## src/rtl/fifo_uart_tx.sv

```systemverilog
// UART-style serial transmitter that pops words from an async FIFO read port.
// Optional parity bit is compiled in when the PARITY_EN macro is defined.
module fifo_uart_tx #(
  parameter int DATA_WIDTH   = 8,
  parameter int CLKS_PER_BIT = 16,
  parameter int PARITY_ODD   = 0
) (
  input  logic                  CLK,
  input  logic                  RST,
  input  logic                  TX_EN,
  input  logic                  FIFO_EMPTY,
  input  logic [DATA_WIDTH-1:0] FIFO_RD_DATA,
  output logic                  FIFO_R_INC,
  output logic                  TX_OUT,
  output logic                  BUSY
);

  localparam int CW = $clog2(CLKS_PER_BIT);
  localparam int IW = $clog2(DATA_WIDTH) + 1;

  localparam logic [CW-1:0] CNT_LAST = CW'(CLKS_PER_BIT - 1);
  localparam logic [CW-1:0] CNT_ONE  = CW'(1);
  localparam logic [IW-1:0] IDX_LAST = IW'(DATA_WIDTH - 1);
  localparam logic [IW-1:0] IDX_ONE  = IW'(1);

  if (CLKS_PER_BIT < 2 || PARITY_ODD < 0 || PARITY_ODD > 1) begin : g_param_check
    $error("fifo_uart_tx: CLKS_PER_BIT must be >= 2 and PARITY_ODD must be 0 or 1");
  end

  typedef enum logic [2:0] {
    S_IDLE,
    S_START,
    S_DATA,
`ifdef PARITY_EN
    S_PARITY,
`endif
    S_STOP
  } state_t;

  state_t                state, state_n;
  logic [CW-1:0]         bit_cnt, bit_cnt_n;
  logic [IW-1:0]         data_idx, data_idx_n;
  logic [DATA_WIDTH-1:0] shift_reg, shift_n;
  logic                  tx_n;
  logic                  tick;
  logic                  pop;
`ifdef PARITY_EN
  logic                  par_bit, par_n;
`endif

  // NOTE: every output of this block gets a default first so no path leaves
  // a variable unassigned, which would otherwise infer a latch.
  always_comb begin
    tick       = (bit_cnt == CNT_LAST);
    pop        = TX_EN & ~FIFO_EMPTY & ~RST &
                 ((state == S_IDLE) | ((state == S_STOP) & tick));
    FIFO_R_INC = pop;

    state_n    = state;
    shift_n    = shift_reg;
    data_idx_n = data_idx;
    bit_cnt_n  = (tick || state == S_IDLE) ? '0 : bit_cnt + CNT_ONE;
`ifdef PARITY_EN
    par_n      = par_bit;
`endif

    unique case (state)
      S_IDLE:  ;
      S_START: if (tick) state_n = S_DATA;
      S_DATA: begin
        if (tick) begin
          shift_n    = shift_reg >> 1;
          data_idx_n = data_idx + IDX_ONE;
          if (data_idx == IDX_LAST) begin
            data_idx_n = '0;
`ifdef PARITY_EN
            state_n    = S_PARITY;
`else
            state_n    = S_STOP;
`endif
          end
        end
      end
`ifdef PARITY_EN
      S_PARITY: if (tick) state_n = S_STOP;
`endif
      S_STOP:  if (tick) state_n = S_IDLE;
      default: state_n = S_IDLE;
    endcase

    // A pop only happens from IDLE or the last stop-bit cycle, so it simply
    // overrides whatever the case statement chose and starts a new frame.
    if (pop) begin
      state_n    = S_START;
      shift_n    = FIFO_RD_DATA;
      data_idx_n = '0;
`ifdef PARITY_EN
      par_n      = (^FIFO_RD_DATA) ^ (PARITY_ODD != 0);
`endif
    end

    if (state_n != state) bit_cnt_n = '0;

    // Line level is computed from the next state so TX_OUT can be a flop.
    unique case (state_n)
      S_START:  tx_n = 1'b0;
      S_DATA:   tx_n = shift_n[0];
`ifdef PARITY_EN
      S_PARITY: tx_n = par_n;
`endif
      default:  tx_n = 1'b1;
    endcase
  end

  // NOTE: sequential state uses non-blocking assignments so every flop
  // samples pre-edge values regardless of process ordering.
  always_ff @(posedge CLK) begin
    if (RST) begin
      // NOTE: the datapath registers are reset too; they are a handful of
      // flops, not a memory, and a clean reset avoids X on TX_OUT.
      state     <= S_IDLE;
      bit_cnt   <= '0;
      data_idx  <= '0;
      shift_reg <= '0;
      TX_OUT    <= 1'b1;
      BUSY      <= 1'b0;
`ifdef PARITY_EN
      par_bit   <= 1'b0;
`endif
    end else begin
      state     <= state_n;
      bit_cnt   <= bit_cnt_n;
      data_idx  <= data_idx_n;
      shift_reg <= shift_n;
      TX_OUT    <= tx_n;
      BUSY      <= (state_n != S_IDLE);
`ifdef PARITY_EN
      par_bit   <= par_n;
`endif
    end
  end

endmodule
```

## config.mk

```make
export PLATFORM = sky130hd
export DESIGN_NAME = fifo_uart_tx
export DESIGN_NICKNAME = d
export VERILOG_FILES = /design/src/rtl/fifo_uart_tx.sv
export SDC_FILE = /design/constraint.sdc
export NUM_CORES = 1
export LEC_CHECK = 0
export ABC_AREA = 1
export CORE_MARGIN = 2
export CORE_UTILIZATION = 47
export DETAILED_ROUTE_END_ITERATION = 8
export PLACE_DENSITY_LB_ADDON = 0.25
export SLEW_MARGIN = 20
export SYNTH_ARGS = -nofsm -noshare
export SYNTH_HDL_FRONTEND = slang
export SYNTH_SLANG_ARGS = --single-unit
```

## constraint.sdc

```tcl
create_clock -name CLK -period 2.39 [get_ports CLK]
set_clock_uncertainty 0.2 [all_clocks]
set_input_delay 0.239 -clock CLK [delete_from_list [all_inputs] [get_ports CLK]]
set_output_delay 0.239 -clock CLK [all_outputs]
set_load 0.02 [all_outputs]
```

==> impl_metrics.ini, run 1 <==
[drt]
dr.first_iter.drc_count = 11
drt_first_pass_iters = 4
drc = 0
vias = 821
routedWlPerCell_microns = 9.78
viasPerCell = 4.72
ant_nets = 0
finalWirelength_microns = 1700

[cts]
cts_made_buffers = 3
post_cts.repair.setup_buffers = 0
cts_buffer_depth = 2
clock_latency_ns = 0.30
cts-root-buf = clkbuf_4
cts-resized-gates = 1
htree_levels = 1
clk_pin_slew_worst_paths_ns = 0.11
cts_num_sinks = 21
cts_tree = done
cts_hold_buf = 0

[synthesis]
synth_xor_area_share_pct = 3.44
muxShareOfSynthArea_pct = 0
yosysWarnings = 0
post-synth-top-area-fraction_pct = 41.3
async_reset_ff_share_pct = 0
synth_cells = 132
ys_types = 27
ys_seq_area_share_pct = 41.3
synth_edf_count = 0
synthFlopType = dfxtp_1
avgSynthCellArea_sq_um = 7.72
syn-num-nets = 146
synthSimpleGateAreaFrac_pct = 35.1
synthTopCellsByCount = nand2_1 (30), dfxtp_1 (21), nor2_1 (16), inv_1 (13), nand3_1 (8)
yosys-top-cells-area = dfxtp_1 (41%), nand2_1 (11%), nor2_1 (5.9%)
synth.most_common_cell = nand2_1
ys_ff_latch = 21
synth_top_family_by_area = simple AND/OR/NAND/NOR gates
syn_area_sq_um = 1020
synth_compound_area_share_pct = 9.21
yosys.area.top_type = dfxtp_1
synthAdderAreaFrac_pct = 2.46

[hold_path]
whs_path_depth = 1
min-delay-path-class = reg2reg
min_from = bit_cnt[0]

[timing]
fmax_mhz = 458
setup_viol = 0
fin_crit_ns = 2.18
setup_ws_ns = 0.208
post-route-period-util_pct = 91.3
rsz0062_at_grt = no
hold_viol_final = 0
finalSetupTns_ns = 0
drv_slew = 0

[run_status]
status = finished, final reports clean

[floorplanning]
fp-row-count = 16
dieArea_sq_um = 2560
die_h_microns = 50.6
core-area_sq_um = 2000
start_util_pct = 50.9
io_pins = 15
fp.dieW_microns = 50.6

[finish]
n_antenna_cell = 0
area_delta_synth_final_pct = 17.0
final_cell_count_no_fill = 174
drive_gt1_share_pct = 13.6
layout.nets = 162
largest_reg_flops = 8
finish.utilization_pct = 59.5

[critical_path]
cp_max_fo = 4
cp_common_cell = nand2_2
startpoint = bit_cnt[0]
r2r_cells = 8
critPathRequiredTime_ns = 1.95
crit_chain = ha_1 -> nand2_2 -> nor2_4 -> nand2_2 -> a21oi_2 -> dlygate4sd2_1
start_kind = flip-flop
criticalPathCategory = reg2out
crit_slowest_cell = dfxtp_1
r2r_start = bit_cnt[0]
cp-end-kind = primary output
max_stage_delay_ns = 0.37
cp_data_arrival_time_ns = 1.74

[job]
max_cap_viol_count = 0

[grt]
grt-ovfl-total = 0
grt_use_total_pct = 15.5
grt_max_degree = 17
grt_pass1_wl_microns = 3000
grt_pass1_vias = 722
grt_antenna_before_repair = 0

[power_and_ir_drop]
peakVddDrop_mv = 0.402
p_leak_uw = 0.000541
p_per_area_nw_per_um2 = 491

[placement]
portBuffers = 14
pre_cts_slack_ns = 0.221
place_inst = 170
dpl.hpwl_microns = 1330
place_congestion = 0.748
[per-layer routing]
layer  GRT usage (%)  vias to the layer above  share of wire (%)
li1                -                      444                  -
met1            19.9                      350                 49
met2            25.4                       22                 46
met3            3.87                        5                4.1
met4            5.41                        0                1.2
met5               0                        -                  0
[metrics by stage]
stage,total power (uW),cell area (sq um),hold WS (ns)
floorplan,398,1020,0.108
global placement,423,1170,0.231
detailed placement,424,1170,0.244
CTS,586,1190,0.264
global route,608,1190,0.295
finish,584,1190,0.258
[placed cells by master (no fill, tap or decap), drive strengths merged]
master,count
o211a,3
clkdlybuf4s50,13
nand3,10
nor3,2
ha,2
clkbuf,4
o21ai,4
xor2,2
nand3b,1
nor2,20
nand4,1
xnor2,2
nand2,36
nor3b,1
dlygate4sd2,1
a21oi,8
inv,15
dfxtp,21
conb,1
[cells by family after synthesis]
family                     Yosys count
other                                1
AOI/OAI and AO/OA                   15
adders and majority gates            2
buffers and inverters               18
xor gates and xnor gates             4
and+or+nand+nor                     71
DFF                                 21
[report_power, final]
| part | switching [uW] | internal (uW) |
|---|---|---|
| sequential | 4.21 | 358 |
| combinational | 25.3 | 28.2 |
| clock | 104 | 65.1 |
| total | 134 | 451 |
[layout make-up]
class / instances / area (sq um)
multi-input cells: 93 / 515
flip-flops and latches: 21 / 420
clock buffers: 4 / 26.3
fillers: 180 / 811
inverters: 15 / 56.3
repair buffers: 14 / 139
well taps: 27 / 33.8
[worst paths after layout]
check | to | slack (ns)
setup / recovery | FIFO_R_INC | 0.21
hold / removal | bit_cnt[0] | 0.26
hold reg to reg | bit_cnt[0] | 0.26
setup reg to reg | shift_reg[1] | 0.59
[critical path: cells and delay by family (launching register included)]
family	cells	cell delay, ns
compound gates	1	0.20
flops	1	0.37
simple gates	3	0.31
buf+inv	1	0.36
fa+ha+maj	1	0.21
Note: power is estimated with default switching activity, not from simulation.
==> run 2, diff against run 1 <==
--- a/config.mk
+++ b/config.mk
@@ -7,7 +7,7 @@
 export LEC_CHECK = 0
 export ABC_AREA = 1
 export CORE_MARGIN = 2
-export CORE_UTILIZATION = 47
+export CORE_UTILIZATION = 50
 export DETAILED_ROUTE_END_ITERATION = 8
 export PLACE_DENSITY_LB_ADDON = 0.25
 export SLEW_MARGIN = 20
==> run 2 against run 1 <==
- final area stayed put
- count of clock-buffer cells in the layout is the same
- wire length fell by 0.47%
- flip-flop and latch count stayed put
- first-iteration DRC count decreased by 45%
- clock power barely moved
- fmax up 0.46%
- critical path type unchanged
==> impl_metrics.ini, run 2 (synthesis gave the netlist of run 1 again) <==
[run_status]
status = finished, final reports clean

[drt]
vias = 816
routedWlPerCell_microns = 9.73
viasPerCell = 4.69
finalWirelength_microns = 1690
drt_first_pass_iters = 4
dr.first_iter.drc_count = 6
drc = 0
ant_nets = 0

[finish]
final_common_cell = nand2_1
drive_gt1_share_pct = 13.6
layout_common_cells = nand2_1 (30), dfxtp_1 (21), nor2_1 (16), inv_1 (13), clkdlybuf4s50_1 (13)
n_antenna_cell = 0
finish.utilization_pct = 61.3
fin_area_sq_um = 1190
largest_reg_flops = 8
fillers = 184
area_delta_synth_final_pct = 17.0
layout.nets = 162

[power_and_ir_drop]
peakVddDrop_mv = 0.348
p_leak_uw = 0.000541
p_per_area_nw_per_um2 = 491

[floorplanning]
io_pins = 15
fp.dieW_microns = 49.1
die_h_microns = 49.1
fp-row-count = 16
core-area_sq_um = 1940
dieArea_sq_um = 2410
start_util_pct = 52.4

[cts]
cts_buffer_depth = 2
clk_pin_slew_worst_paths_ns = 0.11
clock_latency_ns = 0.30
post_cts.repair.setup_buffers = 0
cts_num_sinks = 21
cts_hold_buf = 0
cts-root-buf = clkbuf_4
cts_tree = done
htree_levels = 1
cts-resized-gates = 1
cts_made_buffers = 3

[job]
max_cap_viol_count = 0

[grt]
grt_pass1_wl_microns = 2980
grt_antenna_before_repair = 0
grt_max_degree = 17
grt-ovfl-total = 0
grt_use_total_pct = 15.9
grt_pass1_vias = 694

[timing]
fin_crit_ns = 2.17
finalSetupTns_ns = 0
fmax_mhz = 460
hold_viol_final = 0
setup_viol = 0
rsz0062_at_grt = no
whs_ns = 0.253
drv_slew = 0
post-route-period-util_pct = 90.9

[critical_path]
cp_data_arrival_time_ns = 1.73
criticalPathCategory = reg2out
start_kind = flip-flop
cp-end-kind = primary output
critPathRequiredTime_ns = 1.95
cp_max_fo = 4

[placement]
dpl.hpwl_microns = 1260
portBuffers = 14
place_area_sq_um = 1170
place_congestion = 0.761

[hold_path]
min-delay-path-class = reg2reg
run 2: cell counts in the layout (fill, tap and decap cells not counted):
No cell type changed its count.
run 2: worst max-delay path, stage by stage, from the launching register on:
cell and delay, ns:
dfxtp_1 0.37, ha_1 0.21, nand2_2 0.09, nor2_4 0.13, nand2_2 0.08, a21oi_2 0.20, dlygate4sd2_1 0.35
run 2: through the flow:
step | total power (uW) | worst slack [ns] | std cells
6_report | 585 | 0.218 | 174
3_5_place_dp | 423 | 0.246 | 170
5_1_grt | 616 | 0.104 | 174
3_3_place_gp | 423 | 0.268 | 170
2_1_floorplan | 398 | 0.805 | 132
4_1_cts | 587 | 0.207 | 174
run 2: where the power goes:
part,total [uW],switching [uW],internal [uW]
Sequential,362,4.16,358
Combinational,53.3,25.1,28.2
Clock,170,105,65.0
Total,585,134,451
run 2: cell type report:
type	instances	area (sq um)	share of cell area, %
Timing Repair Buffer	14	139	11.7
Tap cell	27	33.8	2.84
Sequential cell	21	420	35.3
Multi-Input combinational cell	93	515	43.3
Clock buffer	4	26.3	2.21
Inverter	15	56.3	4.73
run 2: worst paths after layout:
path	from	to	slack [ns]	cells past startpoint
max reg2reg	bit_cnt[0]	data_idx[2]	0.59	9
min	bit_cnt[0]	bit_cnt[0]	0.25	1
min reg2reg	bit_cnt[0]	bit_cnt[0]	0.25	1
max	bit_cnt[0]	FIFO_R_INC	0.22	6
run 2: per-layer routing:
metal / GRT usage (%) / routed length [microns] / share of wire (%)
met5: 0 / 0 / 0
met4: 8.57 / 40 / 2.4
met3: 3.07 / 51 / 3.0
met2: 23.6 / 742 / 44
met1: 21.6 / 858 / 51
==> run 3, diff against run 2 <==
--- a/config.mk
+++ b/config.mk
@@ -8,6 +8,7 @@
 export ABC_AREA = 1
 export CORE_MARGIN = 2
 export CORE_UTILIZATION = 50
+export CTS_CLUSTER_SIZE = 25
 export DETAILED_ROUTE_END_ITERATION = 8
 export PLACE_DENSITY_LB_ADDON = 0.25
 export SLEW_MARGIN = 20
==> results of run 3 <==
The final DEF is identical to that of run 2; final timing and power are the same.
